**config.mk**
```make
export PLATFORM = sky130hd
export DESIGN_NAME = gfx_texture_fetch
export DESIGN_NICKNAME = d
export VERILOG_FILES = /design/src/rtl/gfx_texture_fetch.sv
export SDC_FILE = /design/constraint.sdc
export NUM_CORES = 1
export LEC_CHECK = 0
export ABC_AREA = 1
export BUFFER_PORTS_ARGS = -buffer_cell sky130_fd_sc_hd__buf_2
export CORE_ASPECT_RATIO = 0.75
export CORE_MARGIN = 5
export CORE_UTILIZATION = 49
export CTS_CLUSTER_SIZE = 28
export DETAILED_ROUTE_END_ITERATION = 12
export PLACE_DENSITY = 0.68
export RECOVER_POWER = 50
export REMOVE_ABC_BUFFERS = 1
export SETUP_SLACK_MARGIN = 0.3
export SLEW_MARGIN = 10
export SYNTH_ARGS = -nofsm -noshare
export SYNTH_HDL_FRONTEND = slang
export SYNTH_SLANG_ARGS = --single-unit
```
**constraint.sdc**
```tcl
create_clock -name clk_i -period 12.2 [get_ports clk_i]
set_input_delay 3.05 -clock clk_i [delete_from_list [all_inputs] [get_ports clk_i]]
set_output_delay 3.05 -clock clk_i [all_outputs]
set_load 0.03 [all_outputs]
```
**src/rtl/gfx_texture_fetch.sv**
```systemverilog
// Texture fetch: turns a texel (x,y) request into a word read with a one-word cache.
// Latency: 3 cycles from accept to texel_valid_o on a hit or an out-of-range request; misses add the bus wait plus the release cycles.
// Backpressure: one request in flight; fetch_ready_o is low until the texel is taken, and texel_o is held while texel_ready_i is low.
module gfx_texture_fetch #(
   parameter int POINT_WIDTH = 16
) (
   input  logic                   clk_i,
   input  logic                   rst_i,
   input  logic [POINT_WIDTH-1:0] tex_x_i,
   input  logic [POINT_WIDTH-1:0] tex_y_i,
   input  logic                   fetch_valid_i,
   output logic                   fetch_ready_o,
   input  logic [31:0]            tex_base_i,
   input  logic [POINT_WIDTH-1:0] tex_width_i,
   input  logic [POINT_WIDTH-1:0] tex_height_i,
   input  logic [1:0]             color_depth_i,
   input  logic                   invalidate_i,
   output logic                   read_request_o,
   output logic [29:0]            texture_addr_o,
   output logic [3:0]             texture_sel_o,
   input  logic [31:0]            texture_dat_i,
   input  logic                   texture_data_ack_i,
   output logic [31:0]            texel_o,
   output logic                   texel_valid_o,
   input  logic                   texel_ready_i
);

   typedef enum logic [2:0] {
      S_IDLE    = 3'd0,
      S_CALC    = 3'd1,
      S_LOOKUP  = 3'd2,
      S_READ    = 3'd3,
      S_RELEASE = 3'd4,
      S_OUT     = 3'd5
   } state_t;

   state_t state;
   state_t state_nxt;

   // Request snapshot, so later changes on the configuration inputs cannot disturb it.
   logic [POINT_WIDTH-1:0] x_q;
   logic [POINT_WIDTH-1:0] y_q;
   logic [POINT_WIDTH-1:0] width_q;
   logic [POINT_WIDTH-1:0] height_q;
   logic [31:0]            base_q;
   logic [1:0]             depth_q;
   logic [31:0]            byte_addr_q;

   // Single-word cache: the last word read from memory.
   logic        cache_vld;
   logic [29:0] cache_tag;
   logic [31:0] cache_word;

   logic        out_of_range;
   logic        cache_hit;
   logic        capture;
   logic [31:0] pixel_index;
   logic [31:0] byte_offset;
   logic [31:0] byte_addr_calc;

   // Byte lanes are big-endian: the lowest texel address sits in the top lane.
   function automatic logic [3:0] lane_sel(input logic [1:0] depth, input logic [1:0] lo);
      logic [3:0] sel;
      case (depth)
         2'b00:   sel = 4'b1000 >> lo;
         2'b01:   sel = lo[1] ? 4'b0011 : 4'b1100;
         default: sel = 4'b1111;
      endcase
      return sel;
   endfunction

   // Pull the addressed texel out of a word, right-aligned and zero-extended.
   function automatic logic [31:0] lane_extract(input logic [31:0] word,
                                                input logic [1:0]  depth,
                                                input logic [1:0]  lo);
      logic [31:0] texel;
      case (depth)
         2'b00: begin
            case (lo)
               2'b00:   texel = {24'd0, word[31:24]};
               2'b01:   texel = {24'd0, word[23:16]};
               2'b10:   texel = {24'd0, word[15:8]};
               default: texel = {24'd0, word[7:0]};
            endcase
         end
         2'b01:   texel = lo[1] ? {16'd0, word[15:0]} : {16'd0, word[31:16]};
         default: texel = word;
      endcase
      return texel;
   endfunction

   // Address arithmetic wraps modulo 2^32; a zero dimension makes every request out of range.
   always_comb begin
      pixel_index = 32'(y_q) * 32'(width_q) + 32'(x_q);
      case (depth_q)
         2'b00:   byte_offset = pixel_index;
         2'b01:   byte_offset = pixel_index << 1;
         default: byte_offset = pixel_index << 2;
      endcase
      byte_addr_calc = base_q + byte_offset;
      out_of_range   = (x_q >= width_q) || (y_q >= height_q);
      cache_hit      = cache_vld && (cache_tag == byte_addr_q[31:2]);
      capture        = (state == S_READ) && texture_data_ack_i;
   end

   // State register.
   always_ff @(posedge clk_i or posedge rst_i) begin
      if (rst_i) begin
         state <= S_IDLE;
      end else begin
         state <= state_nxt;
      end
   end

   // Next-state logic.
   always_comb begin
      state_nxt = state;
      case (state)
         S_IDLE: begin
            if (fetch_valid_i) begin
               state_nxt = S_CALC;
            end
         end
         S_CALC: begin
            state_nxt = S_LOOKUP;
         end
         S_LOOKUP: begin
            if (out_of_range || cache_hit) begin
               state_nxt = S_OUT;
            end else begin
               state_nxt = S_READ;
            end
         end
         S_READ: begin
            if (texture_data_ack_i) begin
               state_nxt = S_RELEASE;
            end
         end
         S_RELEASE: begin
            // The reader must see its ack drop before anything else happens.
            if (!texture_data_ack_i) begin
               state_nxt = S_OUT;
            end
         end
         S_OUT: begin
            if (texel_ready_i) begin
               state_nxt = S_IDLE;
            end
         end
         default: begin
            state_nxt = S_IDLE;
         end
      endcase
   end

   // Handshake outputs are decoded straight from the state, so reset drops them at once.
   always_comb begin
      fetch_ready_o  = (state == S_IDLE);
      read_request_o = (state == S_READ);
      texel_valid_o  = (state == S_OUT);
   end

   // Capture the request and its texture configuration on acceptance.
   always_ff @(posedge clk_i or posedge rst_i) begin
      if (rst_i) begin
         x_q      <= '0;
         y_q      <= '0;
         width_q  <= '0;
         height_q <= '0;
         base_q   <= '0;
         depth_q  <= '0;
      end else if ((state == S_IDLE) && fetch_valid_i) begin
         x_q      <= tex_x_i;
         y_q      <= tex_y_i;
         width_q  <= tex_width_i;
         height_q <= tex_height_i;
         base_q   <= tex_base_i;
         depth_q  <= color_depth_i;
      end
   end

   // Register the texel byte address during CALC.
   always_ff @(posedge clk_i or posedge rst_i) begin
      if (rst_i) begin
         byte_addr_q <= '0;
      end else if (state == S_CALC) begin
         byte_addr_q <= byte_addr_calc;
      end
   end

   // Set up the bus address and lanes on a miss; they stay put through READ.
   always_ff @(posedge clk_i or posedge rst_i) begin
      if (rst_i) begin
         texture_addr_o <= '0;
         texture_sel_o  <= 4'b1111;
      end else if ((state == S_LOOKUP) && !out_of_range && !cache_hit) begin
         texture_addr_o <= byte_addr_q[31:2];
         texture_sel_o  <= lane_sel(depth_q, byte_addr_q[1:0]);
      end
   end

   // Load the result texel from the cache, from the bus, or zero when out of range.
   always_ff @(posedge clk_i or posedge rst_i) begin
      if (rst_i) begin
         texel_o <= '0;
      end else if (state == S_LOOKUP) begin
         if (out_of_range) begin
            texel_o <= '0;
         end else if (cache_hit) begin
            texel_o <= lane_extract(cache_word, depth_q, byte_addr_q[1:0]);
         end
      end else if (capture) begin
         texel_o <= lane_extract(texture_dat_i, depth_q, byte_addr_q[1:0]);
      end
   end

   // Cache fill on the first ack; an invalidate on the same edge loses to the fill.
   always_ff @(posedge clk_i or posedge rst_i) begin
      if (rst_i) begin
         cache_vld  <= 1'b0;
         cache_tag  <= '0;
         cache_word <= '0;
      end else if (capture) begin
         cache_vld  <= 1'b1;
         cache_tag  <= byte_addr_q[31:2];
         cache_word <= texture_dat_i;
      end else if (invalidate_i) begin
         cache_vld  <= 1'b0;
      end
   end

endmodule
```
# After elaboration in Yosys (flattened, before gate mapping)
# Index checks and enable logic that the tools add are counted.
word_totals:
  register_bits: 262
  in_bits: 136
  output_inout_bits: 69
op_classes:
  addsub: 2
  multipliers: 1
  magnitude_cmp: 2
  eq_ne: 14
  shift: 1
  muxes: 21
  reduce_logical: 16
op_table:
  columns: ["op", "count"]
  rows:
  - ["$pmux W32 S2", 3]
  - ["$mux W32", 4]
  - ["$pmux W8 S3", 2]
  - ["$add A32 B16 Y32", 1]
  - ["$add A32 B32 Y32", 1]
  - ["$ge A16 B16 Y1", 2]
  - ["$mul A16 B16 Y32", 1]
  - ["$mux W16", 2]
  - ["$eq A30 B30 Y1", 1]
  - ["$pmux W3 S6", 1]
  - ["$mux W3", 5]
  - ["$pmux W4 S2", 1]
  - ["$eq A3 B2 Y1 const B", 2]
  - ["$eq A3 B3 Y1 const B", 2]
  - ["$logic_and A1 B1 Y1", 5]
  - ["$eq A2 B1 Y1 const B", 2]
  - ["$logic_not A2 Y1", 2]
  - ["$mux W4", 1]
  - ["$ne A2 B1 Y1 const B", 2]
  - ["$ne A2 B2 Y1 const B", 2]
  - ["$reduce_and A4 Y1", 1]
  - ["$reduce_bool A2 Y1", 2]
  - ["$shr A4 B2 Y4 const A", 1]
  - ["$eq A3 B1 Y1 const B", 1]
  - ["7 further kinds", 10]

# Longest topological paths before layout
logic_depth:
  depth_word: 6
  ltp_mapped: 42
  mapped_depth_nobuf: 40

# Least setup slack after synthesis
# No wires, ideal clock.
synth_path:
  kind: "flip-flop to flip-flop"
  startpoint: "reg y_q[7]"
  endpoint: "reg byte_addr_q[26]"
  t_arrival_ns: 6.764
  setup_slack_ns: 5.303
  stages_incl_launch_ff: 34
  cell_sequence: "dfrtp_1 clkbuf_1 clkbuf_1 nand2_1 fa_1 inv_1 fa_1 inv_1 fa_1 inv_1 fa_1 fa_1 inv_1 fa_1 inv_1 ha_1 nand2_1 nor2_1 inv_1 o21ai_0 a21oi_1 o21bai_1 xor2_1 inv_1 a21oi_1 ha_1 a21oi_1 o21ai_0 a21oi_1 nand3_1 a21o_1 or2_2 nand3_1 o21ai_0"
synth_via:
  elab_chain_cells: 4
synth_rtl:
  columns: ["item", "line_no", "rtl"]
  rows:
  - ["start: declaration", "42", "logic [POINT_WIDTH-1:0] y_q;"]
  - ["start signal: assignment", "174", "y_q <= tex_y_i;"]
  - ["$mul A16 B16 Y32", "94", "pixel_index = 32'(y_q) * 32'(width_q) + 32'(x_q);"]
  - ["$add A32 B16 Y32", "94", null]
  - ["$pmux W32 S2", "95", "case (depth_q)"]
  - ["$add A32 B32 Y32", "100", "byte_addr_calc = base_q + byte_offset;"]
  - ["end signal: assignment", "187", "byte_addr_q <= byte_addr_calc;"]
  - ["end: declaration", "47", "logic [31:0] byte_addr_q;"]
# No other way between the ends.
# A chain may end at the register's enable or synchronous reset.

# Final worst setup path
layout_path:
  startpoint: "reg y_q[12]"
  endpoint: "reg byte_addr_q[24]"
# The elaborated chain is that of the path after synthesis.

==> flow_summary.toml <==
[clock_network]
htree_levels = 1
cts_root_buffer = "clkbuf_16"
cts.clk_slew.worst_paths_ps = 60
cts_hold_buf = 0
numCtsBuffers = 28
max-clock-path-buffers = 3
cts_sinks = 262
cts_resized = 0
postCtsSetupBuffers = 0
cts_tree = "done"
clk_latency_ps = 590

[placed_design]
gp_congestion = 0.905
port_buffers = 204
hpwlAfterDp_um = 49100

[timing]
finalCritPeriodShare_pct = 65.9
finClkSkew_ps = 27.7
slew_headroom_pct = -193
final-hold-violation-count = 0
slew_violations = 302
period_needed_ps = 8040
rsz0062_at_grt = "false"
worst_pin_slew_ps = 4370
setup_violations = 0
fmax_mhz = 124
fin_tns_setup_ps = 0

[die]
dieArea_um2 = 53200
die_x_um = 265
rows = 70
die_y_um = 201
coreArea_um2 = 48400
start_util_pct = 49.2
ios = 205

[logic_synthesis]
ys_seq_area_share_pct = 27.5
synth_common_cells = "nand2_1, inv_1, dfrtp_1, fa_1, nor2_1"
async_flop_share_pct = 100
synth.largest_area_cell = "dfrtp_1"
synth_edf_count = 0
synth_area_um2 = 23800
synth_area_leaders = "dfrtp_1, fa_1, nand2_1, inv_1, ha_1"
syn_area_per_cell_um2 = 7.97
yosysTopAreaCellShare_pct = 27.1
yosysMostFrequentCell = "nand2_1"
ys_types = 58
ys_seq_elements = 262
synth_ff_type = "dfrtp_1"
synth-warning-count = 0
synthCells = 2993

[detailed_routing]
wl_per_cell_um = 16.7
first_iter_violations = 1362
drc = 0
dr.pass1.iters = 5
ant_nets = 0
postRouteWirelength_um = 63000
vias = 19700
via_per_inst = 5.23

[finish]
drive_above_1_share_pct = 12.2
final_nets = 3619
area_growth_pct = 9.54
diodes = 0

[critical_path]
critical_path_arrival_ps = 8430
crit_path_max_fanout = 18
timing.critical_path.to_type = "flop"
slowest_stage = "dfrtp_1"
worst-setup-path-type = "flop to flop"
r2r_cells = 29
start_kind = "flop"
required_ps = 12590
cpMostUsedCell = "fa_1"
critPathMaxStageDelay_ps = 870

[job]
cap_violations = 4

[global_routing]
antenna_found_initial = 7
grt_pass1_wl_um = 105000
grt_max_degree = 171
grt_pass1_vias = 20600
grt-ovfl-total = 0
grt_util_all_layers_pct = 23.9

[run_status]
violations = "max-capacitance violations, max-slew violations"
status = "finished, violations left"

[hold_path]
min_path_type = "flop to flop"
min_delay_path_depth = 1
[critical path: cells and delay by family, from the launching register on]
| kind | cells | cell delay [ps] |
|---|---|---|
| adders and majority gates | 8 | 3680 |
| and+or+nand+nor | 10 | 1530 |
| AOI/OAI and AO/OA | 7 | 1360 |
| DFF | 1 | 870 |
| xor gates and xnor gates | 1 | 270 |
| buffers and inverters | 3 | 140 |
[cell type report]
class / instances / area, um^2
Clock buffer: 38 / 820
Clock inverter: 14 / 210
Fill cell: 4595 / 22300
Inverter: 601 / 2260
Multi-Input combinational cell: 1994 / 14400
Sequential cell: 262 / 6560
Tap cell: 648 / 811
Timing Repair Buffer: 214 / 1100
[metrics by stage]
stage | cell area [um^2] | cells | hold slack [ps] | worst slack (ps) | utilization (%)
after floorplan | 23200 | 2857 | 453 | 1940 | -
after CTS | 26200 | 3771 | 489 | 4320 | 54.1
final | 26100 | 3771 | 483 | 4160 | 53.9
after global placement | 25200 | 3719 | 462 | 4420 | 52.0
after detailed placement | 25200 | 3719 | 471 | 4350 | 52.0
after global routing | 26100 | 3771 | 508 | 3800 | 53.9
[path summary, 6_finish.rpt]
check / slack [ps] / to / start
worst max-delay path: 4160 / byte_addr_q[24] / y_q[12]
worst max register to register: 4160 / byte_addr_q[24] / y_q[12]
worst min-delay path: 480 / texture_addr_o[11] / texture_addr_o[11]
min in group asynchronous: 3780 / base_q[11] / rst_i
worst min register to register: 480 / texture_addr_o[11] / texture_addr_o[11]
max in group asynchronous: 6290 / depth_q[1] / rst_i
[cell families (layout without fill, tap and decap cells)]
logic type      count (synthesis)  after routing  share of synthesized area (%)
buf+inv                       737            867                           12.1
compound gates                431            431                           10.3
xor+xnor                       67             67                           2.46
flops                         262            262                           27.5
simple gates                 1059           1059                           18.3
mux                            55             55                           2.60
fa+ha+maj                     382            382                           26.7
[registers in the layout, summed over array words and instances (netlist names), 30 cells and up]
name	flops
byte_addr_q	32
texture_addr_o	30
cache_word	32
texel_o	32
base_q	32
cache_tag	30
[metal layers]
layer,global-route usage (%),part of all wire (%),up-vias
li1,-,-,9449
met1,34.9,47,9561
met2,37.2,44,598
met3,4.36,6.8,114
met4,5.62,2.5,10
met5,0,0.11,-
[cells in the final DEF (no fill, tap or decap), types with 9 or more instances in the layout]
| cell | instances |
|---|---|
| nand2_1 | 707 |
| inv_1 | 585 |
| dfrtp_1 | 258 |
| fa_1 | 211 |
| buf_2 | 202 |
| nor2_1 | 182 |
| ha_1 | 171 |
| o21ai_0 | 142 |
| a21oi_1 | 139 |
| nand3_1 | 98 |
| mux2_2 | 55 |
| o22ai_1 | 52 |
| xor2_1 | 45 |
| clkbuf_16 | 29 |
| nand2_2 | 23 |
| xnor2_1 | 22 |
| o21a_1 | 19 |
| a22oi_1 | 17 |
| o21ai_1 | 16 |
| nor3_1 | 13 |
| inv_2 | 11 |
| or2_2 | 11 |
| nand4_1 | 10 |
| a221oi_1 | 9 |
Power is not shown: default switching activity piles up to over one toggle a cycle in this logic, so the estimate is an artifact.
